## src/rtl/shift_reg_pkg.sv

```systemverilog
`default_nettype none
// ============================================================================
//  Module      : shift_reg_pkg
//  Description : Shared mode and FSM state encodings for shift_reg_univ.
//  Revision    : 1.0 - initial release
// ============================================================================
package shift_reg_pkg;

  // Operation select values
  localparam logic [2:0] MODE_SHIFT  = 3'b000;
  localparam logic [2:0] MODE_ROT    = 3'b001;
  localparam logic [2:0] MODE_LOAD   = 3'b010;
  localparam logic [2:0] MODE_HOLD   = 3'b011;
  localparam logic [2:0] MODE_ASHIFT = 3'b100;
  localparam logic [2:0] MODE_BURST  = 3'b101;

  // FSM state encoding
  localparam int         ST_W     = 1;
  localparam logic [0:0] ST_IDLE  = 1'b0;
  localparam logic [0:0] ST_BURST = 1'b1;

  // Direction encoding
  localparam logic DIR_LEFT  = 1'b0;
  localparam logic DIR_RIGHT = 1'b1;

endpackage : shift_reg_pkg
`default_nettype wire

```

## src/rtl/shift_reg_next.sv

```systemverilog
`default_nettype none
// ============================================================================
//  Module      : shift_reg_next
//  Description : Combinational next-state of the register contents and the
//                serial output bit for one shift/rotate/load/hold operation.
//  Revision    : 1.0 - initial release
// ============================================================================
module shift_reg_next
  import shift_reg_pkg::*;
#(
  parameter int WIDTH = 8
) (
  input  logic [WIDTH-1:0] q_i,
  input  logic             s_out_i,
  input  logic [2:0]       mode_i,
  input  logic             dir_i,
  input  logic             s_in_i,
  input  logic [WIDTH-1:0] d_i,
  output logic [WIDTH-1:0] q_o,
  output logic             s_out_o
);

  // Bit leaving the register for any single-position move (pre-edge value)
  logic w_out_bit;
  assign w_out_bit = (dir_i == DIR_RIGHT) ? q_i[0] : q_i[WIDTH-1];

  // Select the next contents; unlisted modes (BURST, 110, 111) hold
  always_comb begin
    q_o     = q_i;
    s_out_o = s_out_i;
    case (mode_i)
      MODE_SHIFT: begin
        q_o     = (dir_i == DIR_RIGHT) ? {s_in_i, q_i[WIDTH-1:1]}
                                       : {q_i[WIDTH-2:0], s_in_i};
        s_out_o = w_out_bit;
      end
      MODE_ROT: begin
        q_o     = (dir_i == DIR_RIGHT) ? {q_i[0], q_i[WIDTH-1:1]}
                                       : {q_i[WIDTH-2:0], q_i[WIDTH-1]};
        s_out_o = w_out_bit;
      end
      MODE_LOAD: begin
        q_o     = d_i;
        s_out_o = 1'b0;
      end
      MODE_ASHIFT: begin
        // Right replicates the sign bit, left fills with zero
        q_o     = (dir_i == DIR_RIGHT) ? {q_i[WIDTH-1], q_i[WIDTH-1:1]}
                                       : {q_i[WIDTH-2:0], 1'b0};
        s_out_o = w_out_bit;
      end
      default: begin
        q_o     = q_i;
        s_out_o = s_out_i;
      end
    endcase
  end

endmodule : shift_reg_next
`default_nettype wire

```

## src/rtl/shift_reg_univ.sv

```systemverilog
`default_nettype none
// ============================================================================
//  Module      : shift_reg_univ
//  Description : Parametrised universal shift register with logical and
//                arithmetic shifts, rotate, parallel load and a counted burst
//                shift mode with busy/done handshake.
//  Revision    : 1.0 - initial release
// ============================================================================
module shift_reg_univ
  import shift_reg_pkg::*;
#(
  parameter int WIDTH = 8,
  parameter int CNT_W = $clog2(WIDTH + 1)
) (
  input  logic             clk_i,
  input  logic             reset_i,
  input  logic             enb_i,
  input  logic             dir_i,
  input  logic             s_in_i,
  input  logic [2:0]       mode_i,
  input  logic [WIDTH-1:0] d_i,
  input  logic [CNT_W-1:0] amt_i,
  input  logic             start_i,
  output logic [WIDTH-1:0] q_o,
  output logic             s_out_o,
  output logic             busy_o,
  output logic             done_o
);

  localparam logic [CNT_W-1:0] c_amt_max = CNT_W'(WIDTH);
  localparam logic [CNT_W-1:0] c_one     = CNT_W'(1);

  logic [ST_W-1:0]  state_q, state_d;
  logic [CNT_W-1:0] cnt_q, cnt_d;
  logic             done_q, done_d;
  logic [WIDTH-1:0] shreg_q, shreg_d;
  logic             sout_q, sout_d;

  logic [CNT_W-1:0] w_amt_sat;
  logic [2:0]       w_op_mode;
  logic             w_burst_req;
  logic [WIDTH-1:0] w_nxt_q;
  logic             w_nxt_sout;

  // Requests longer than the register are clamped to a full-width burst
  assign w_amt_sat   = (amt_i > c_amt_max) ? c_amt_max : amt_i;
  assign w_burst_req = (mode_i == MODE_BURST) && start_i;

  // Shared datapath: the burst path overrides the mode with a logical shift
  shift_reg_next #(
    .WIDTH (WIDTH)
  ) u_next (
    .q_i     (shreg_q),
    .s_out_i (sout_q),
    .mode_i  (w_op_mode),
    .dir_i   (dir_i),
    .s_in_i  (s_in_i),
    .d_i     (d_i),
    .q_o     (w_nxt_q),
    .s_out_o (w_nxt_sout)
  );

  // State register with asynchronous clear; reset mid-burst drops the burst
  always_ff @(posedge clk_i or posedge reset_i) begin
    if (reset_i) begin
      state_q <= ST_IDLE;
      cnt_q   <= '0;
      done_q  <= 1'b0;
      shreg_q <= '0;
      sout_q  <= 1'b0;
    end else begin
      state_q <= state_d;
      cnt_q   <= cnt_d;
      done_q  <= done_d;
      shreg_q <= shreg_d;
      sout_q  <= sout_d;
    end
  end

  // Next-state logic: enter BURST on a non-empty request, leave on last shift
  always_comb begin
    state_d = state_q;
    if (enb_i) begin
      case (state_q)
        ST_IDLE: begin
          if (w_burst_req && (w_amt_sat != '0)) begin
            state_d = ST_BURST;
          end
        end
        ST_BURST: begin
          if (cnt_q <= c_one) begin
            state_d = ST_IDLE;
          end
        end
        default: state_d = ST_IDLE;
      endcase
    end
  end

  // Datapath control: counter, done pulse and register update per state
  always_comb begin
    cnt_d     = cnt_q;
    done_d    = 1'b0;         // done lasts one edge even when enb is low
    w_op_mode = mode_i;
    shreg_d   = shreg_q;
    sout_d    = sout_q;
    if (enb_i) begin
      case (state_q)
        ST_IDLE: begin
          // BURST mode reaches the next-state block as a hold
          if (w_burst_req) begin
            if (w_amt_sat == '0) begin
              done_d = 1'b1;
            end else begin
              cnt_d = w_amt_sat;
            end
          end
          shreg_d = w_nxt_q;
          sout_d  = w_nxt_sout;
        end
        ST_BURST: begin
          w_op_mode = MODE_SHIFT;
          cnt_d     = cnt_q - c_one;
          if (cnt_q <= c_one) begin
            done_d = 1'b1;
          end
          shreg_d = w_nxt_q;
          sout_d  = w_nxt_sout;
        end
        default: begin
          cnt_d = '0;
        end
      endcase
    end
  end

  assign q_o     = shreg_q;
  assign s_out_o = sout_q;
  assign busy_o  = (state_q == ST_BURST);
  assign done_o  = done_q;

endmodule : shift_reg_univ
`default_nettype wire

```

## config.mk

```make
export PLATFORM = sky130hd
export DESIGN_NAME = shift_reg_univ
export DESIGN_NICKNAME = d
export VERILOG_FILES = /design/src/rtl/shift_reg_pkg.sv /design/src/rtl/shift_reg_next.sv /design/src/rtl/shift_reg_univ.sv
export SDC_FILE = /design/constraint.sdc
export NUM_CORES = 1
export LEC_CHECK = 0
export BUFFER_PORTS_ARGS = -buffer_cell sky130_fd_sc_hd__buf_2
export CAP_MARGIN = 5
export CORE_MARGIN = 2
export CORE_UTILIZATION = 54
export CTS_BUF_LIST = sky130_fd_sc_hd__clkbuf_8
export CTS_CLUSTER_SIZE = 30
export DETAILED_ROUTE_END_ITERATION = 7
export GPL_ROUTABILITY_DRIVEN = 0
export GPL_TIMING_DRIVEN = 0
export PLACE_DENSITY_LB_ADDON = 0.3
export SLEW_MARGIN = 20
export SYNTH_ARGS = -nofsm -noshare
export SYNTH_HDL_FRONTEND = slang
export SYNTH_HIERARCHICAL = 1
export SYNTH_SLANG_ARGS = --single-unit
```

## constraint.sdc

```tcl
create_clock -name clk_i -period 2.85 [get_ports clk_i]
set_clock_uncertainty 0.2 [all_clocks]
set_input_delay 0.57 -clock clk_i [delete_from_list [all_inputs] [get_ports clk_i]]
set_output_delay 0.57 -clock clk_i [all_outputs]
set_load 0.02 [all_outputs]
```

After elaboration in Yosys (flattened, before gate mapping)
Cells that the tools add are included.
{"block": "totals", "reg_bits": 15, "in_bits": 21, "output_inout_bits": 11, "wordCells": 49}
{"block": "classes", "addsub": 1, "magnitude_cmp": 2, "eq_ne": 7, "muxes": 20, "n_bitwise": 1, "n_reduce_logical": 12}
{"op": "$pmux 8 s4", "n": 1}
{"op": "$mux 8", "n": 3}
{"op": "$mux 4", "n": 3}
{"op": "$pmux 4 s2", "n": 1}
{"op": "$reduce_bool 4->1", "n": 2}
{"op": "$mux 1", "n": 7}
{"op": "$eq 3x3->1 const B", "n": 2}
{"op": "$mux 3", "n": 2}
{"op": "$ne 2x2->1 const B", "n": 3}
{"op": "$pmux 1 s2", "n": 3}
{"op": "$reduce_and 3->1", "n": 2}
{"op": "$gt 4x4->1 const B", "n": 1}
{"op": "$le 4x1->1 const B", "n": 1}
{"op": "$logic_not 4->1", "n": 1}
{"op": "$reduce_and 2->1", "n": 2}
{"op": "$sub 4x1->4 const B", "n": 1}
{"op": "$eq 3x1->1 const B", "n": 1}
{"op": "$eq 3x2->1 const B", "n": 1}
{"op": "$logic_not 3->1", "n": 1}
{"op": "$reduce_or 3->1", "n": 1}
{"op": "$logic_and 1x1->1", "n": 2}
{"op": "$reduce_bool 2->1", "n": 1}
{"op": "$not 1->1", "n": 1}

Depth between registers and ports, before layout
{"block": "logic_depth", "ltp_word": 7, "depth_mapped": 9}

Cells and area by module
The synthesis kept the hierarchy.
{"mod": "shift_reg_univ", "n_inst": 1, "cells_each": 61, "area_per_inst_um2": 773.2, "seq_area_each_um2": 375.4}
{"mod": "shift_reg_next", "n_inst": 1, "cells_each": 54, "area_per_inst_um2": 436.7, "seq_area_each_um2": 0.0}

Worst setup path after synthesis
OpenSTA, ideal clock, no wires.
{"block": "synth_timing", "path_type": "in2reg", "from": "input enb_i", "to": "register shreg_q[7] (netlist: q_o[7])", "setup_ns": 0.125, "arrival_ns": 2.000, "t_required_ns": 2.525, "path_slack_ns": 0.526, "cell_stages": 7, "path_cell_list": "buf_6 nand2_4 and2_2 buf_6 maj3_2 a221o_1 mux2_2"}
{"block": "synth_via", "word_cells_on_any_way": 9, "cone_classes": "4 x eq/ne; 2 x mux; 3 x reduce/logical"}
{"item": "from (decl)", "line": "shift_reg_univ.sv:17", "rtl": "input logic enb_i,"}
{"item": "$mux 3 *", "line": "shift_reg_univ.sv:107", "rtl": "if (enb_i) begin"}
{"item": "via w_op_mode[2]", "line": "shift_reg_univ.sv:40", "rtl": "logic [2:0] w_op_mode;"}
{"item": "$eq 3x3->1, or another cell as far along", "line": "shift_reg_next.sv:31", "rtl": "case (mode_i)"}
{"item": "$pmux 8 s4 *", "line": "shift_reg_next.sv:31"}
{"item": "via w_nxt_q[7]", "line": "shift_reg_univ.sv:42", "rtl": "logic [WIDTH-1:0] w_nxt_q;"}
{"item": "to (signal assigned)", "line": "shift_reg_univ.sv:75", "rtl": "shreg_q <= shreg_d;"}
{"item": "to (decl)", "line": "shift_reg_univ.sv:36", "rtl": "logic [WIDTH-1:0] shreg_q, shreg_d;"}
The timed path passes the listed nets; every way through them passes the cells marked *.
A chain may end at the register's enable or synchronous reset.

Worst setup path in the final report
Ends and elaborated chain as after synthesis.

==> impl_metrics.env <==
export IMPL_via_per_inst=5.98
export IMPL_max_cap_violations=0
export IMPL_crit_top_cell="buf_6"
export IMPL_cp_max_fo=10
export IMPL_final_common_cell="buf_2"
export IMPL_track_usage_pct=22.6
export IMPL_vdd_drop_max_mv=0.518
export IMPL_ctsRootBufferMaster="clkbuf_8"
export IMPL_finalNetCount=174
export IMPL_rsz0062_at_grt="no"
export IMPL_portBuffers=31
export IMPL_drtAntennaViolNets=0
export IMPL_ys_seq_elements=15
export IMPL_grt_overflow=0
export IMPL_cts_buffers=3
export IMPL_r2r_start="busy_o"
export IMPL_vias=1065
export IMPL_hpwlAfterDp_um=1960
export IMPL_die_width_um=51.3
export IMPL_tightest_slew_ns=0.602
export IMPL_layout_common_cells="buf_2 (31), dfrtp_1 (15), mux2i_1 (11)"
export IMPL_slowest_stage="maj3_2"
export IMPL_p_per_area_mw_per_mm2=953
export IMPL_synth_edf_count=0
export IMPL_syn_area_sq_mm=0.00121
export IMPL_relSlewSlack_pct=59.8
export IMPL_post_route_min_period_ns=2.32
export IMPL_end_kind="register"
export IMPL_diodes=0
export IMPL_instances_no_fill=178
export IMPL_syn_num_nets=138
export IMPL_grt_max_degree=16
export IMPL_async_flop_share_pct=100
export IMPL_layout_drive_gt1_share_pct=40.0
export IMPL_coreArea_sq_mm=0.00217
export IMPL_setup_tns_ns=0
export IMPL_antenna_found_initial=0
export IMPL_first_pass_iters=4
export IMPL_leakage_nw=0.689
export IMPL_hold_path_class="input pin to async pin"
export IMPL_cp_slowest_stage_delay_ns=0.39
export IMPL_crit_required_ns=2.79
export IMPL_path_cells="buf_2, buf_6, nand2_4, and2_2, buf_6, maj3_2, a221o_1, mux2_2"
export IMPL_drtIter0Drc=16
export IMPL_cts_resized=0
export IMPL_die_y_um=51.3
export IMPL_dieArea_sq_mm=0.00264
export IMPL_route_detailed_drc=0
export IMPL_clkTransAtPathRegs_ns=0.06
export IMPL_hold_violations=0
export IMPL_setup_viol=0
export IMPL_r2r_end="q_o[3]"
export IMPL_critPathKind="input pin to register"
export IMPL_start_kind="input pin"
export IMPL_grt_pass1_vias=1019
export IMPL_rrSetupSlack_ns=0.55
export IMPL_wl_per_cell_um=15.1
export IMPL_synth_ff_type="dfrtp_1"
export IMPL_crit_arrival_ns=2.26
export IMPL_clockBufferDepth=2
export IMPL_yosysSeqAreaShare_pct=31.0
export IMPL_io_pins=32
export IMPL_finalCritPeriodShare_pct=81.6
export IMPL_clock_fmax_mhz=430
export IMPL_htreeDepth=1
export IMPL_initial_core_util_pct=55.8
export IMPL_rows=17
export IMPL_routed_wirelength_um=2690
export IMPL_synth_cell_type_count=45
export IMPL_yosys_warnings=6
export IMPL_grt_pass1_wl_um=4350
export IMPL_finalMaxSlewViolations=0
export IMPL_syn_to_final_growth_pct=19.4
export IMPL_clock_latency_ns=0.25
export IMPL_status="finished, final reports clean"
export IMPL_postCtsSetupRepairBufs=0
export IMPL_cts_tree="built"
export IMPL_clock_sinks=15
export IMPL_worst_r2r_cell_count=7
export IMPL_cts_hold_fix_buffers=0
export IMPL_syn_avg_cell_area_sq_um=10.5
export IMPL_dp_cells=174
export IMPL_postSynthCellCount=115
## metrics by stage
stage	utilization, %	power [W]	area [sq um]	worst slack [ns]	hold WS [ns]
6_report	66.6	0.00138	1450	0.526	0.176
5_1_grt	66.6	0.00148	1450	0.432	0.242
4_1_cts	66.6	0.00138	1450	0.532	0.203
3_5_place_dp	64.5	0.00120	1400	0.274	0.326
3_3_place_gp	64.5	0.00117	1400	0.289	0.320
2_1_floorplan	-	0.00100	1210	0.526	0.271
## cells by family after synthesis
kind of cell | count (synthesis) | share of synthesized area [%]
simple gates | 29 | 15.9
mux | 24 | 21.5
fa+ha+maj | 3 | 3.00
compound gates | 32 | 22.3
buf+inv | 12 | 6.20
flops | 15 | 31.0
## layout make-up
type / instances / area [sq um]
multi-input combinational: 88 / 759
fill: 192 / 724
sequential: 15 / 375
timing repair buffer: 31 / 155
buffer: 6 / 52.6
clock buffer: 3 / 41.3
tap: 28 / 35.0
inverter: 6 / 22.5
clock inverter: 1 / 3.75
## cells in the mapped netlist, drive strengths merged, types with 2 or more instances
library cell	instances	area (sq um)
and2	3	20.0
o2bb2ai	5	43.8
mux2	13	150
nor2b	2	12.5
o31ai	2	15.0
inv	6	22.5
a21oi	2	10.0
o21ai	4	20.0
or4	2	18.8
nand2	4	22.5
ha	2	25.0
buf	5	48.8
mux2i	11	110
a221o	6	60.1
nor2	9	33.8
o22ai	2	12.5
a2bb2oi	2	17.5
dfrtp	15	375
## worst max path at each step
stage / startpoint / to / slack, ns / cells past startpoint
final: enb_i / q_o[7] / 0.53 / 8
after global routing: enb_i / q_o[2] / 0.43 / 8
after CTS: enb_i / q_o[3] / 0.53 / 8
after detailed placement: enb_i / q_o[7] / 0.27 / 8
after global placement: enb_i / q_o[2] / 0.29 / 8
after floorplan: enb_i / q_o[7] / 0.53 / 7
## per-layer routing
layer	share of wire [%]	routed length [um]	track usage [%]	up-vias
met5	0	0	0	-
met1	41	1110	24.5	523
met4	1.3	34	9.65	0
li1	-	-	-	513
met2	54	1440	41.8	24
met3	3.9	104	5.26	5
## flip-flops by register name, indices dropped and copies added, names as in the netlist
| name | cells |
|---|---|
| q_o | 8 |
| done_o | 1 |
| cnt_q | 4 |
| busy_o | 1 |
| s_out_o | 1 |
## worst max-delay path: cells and delay by family
| kind | cells | cell delay (ns) |
|---|---|---|
| AOI/OAI and AO/OA | 1 | 0.38 |
| adders and majority gates | 1 | 0.39 |
| buffers and inverters | 3 | 0.38 |
| muxes | 1 | 0.26 |
| and+or+nand+nor | 2 | 0.28 |
## power breakdown
part           internal, W  switching, W  leakage (nW)
sequential        0.000316      0.000125         0.182
clock            0.0000955     0.0000778        0.0269
combinational     0.000369      0.000394         0.481
total             0.000781      0.000597         0.689
No activity file was read; power rests on OpenSTA's default activity.
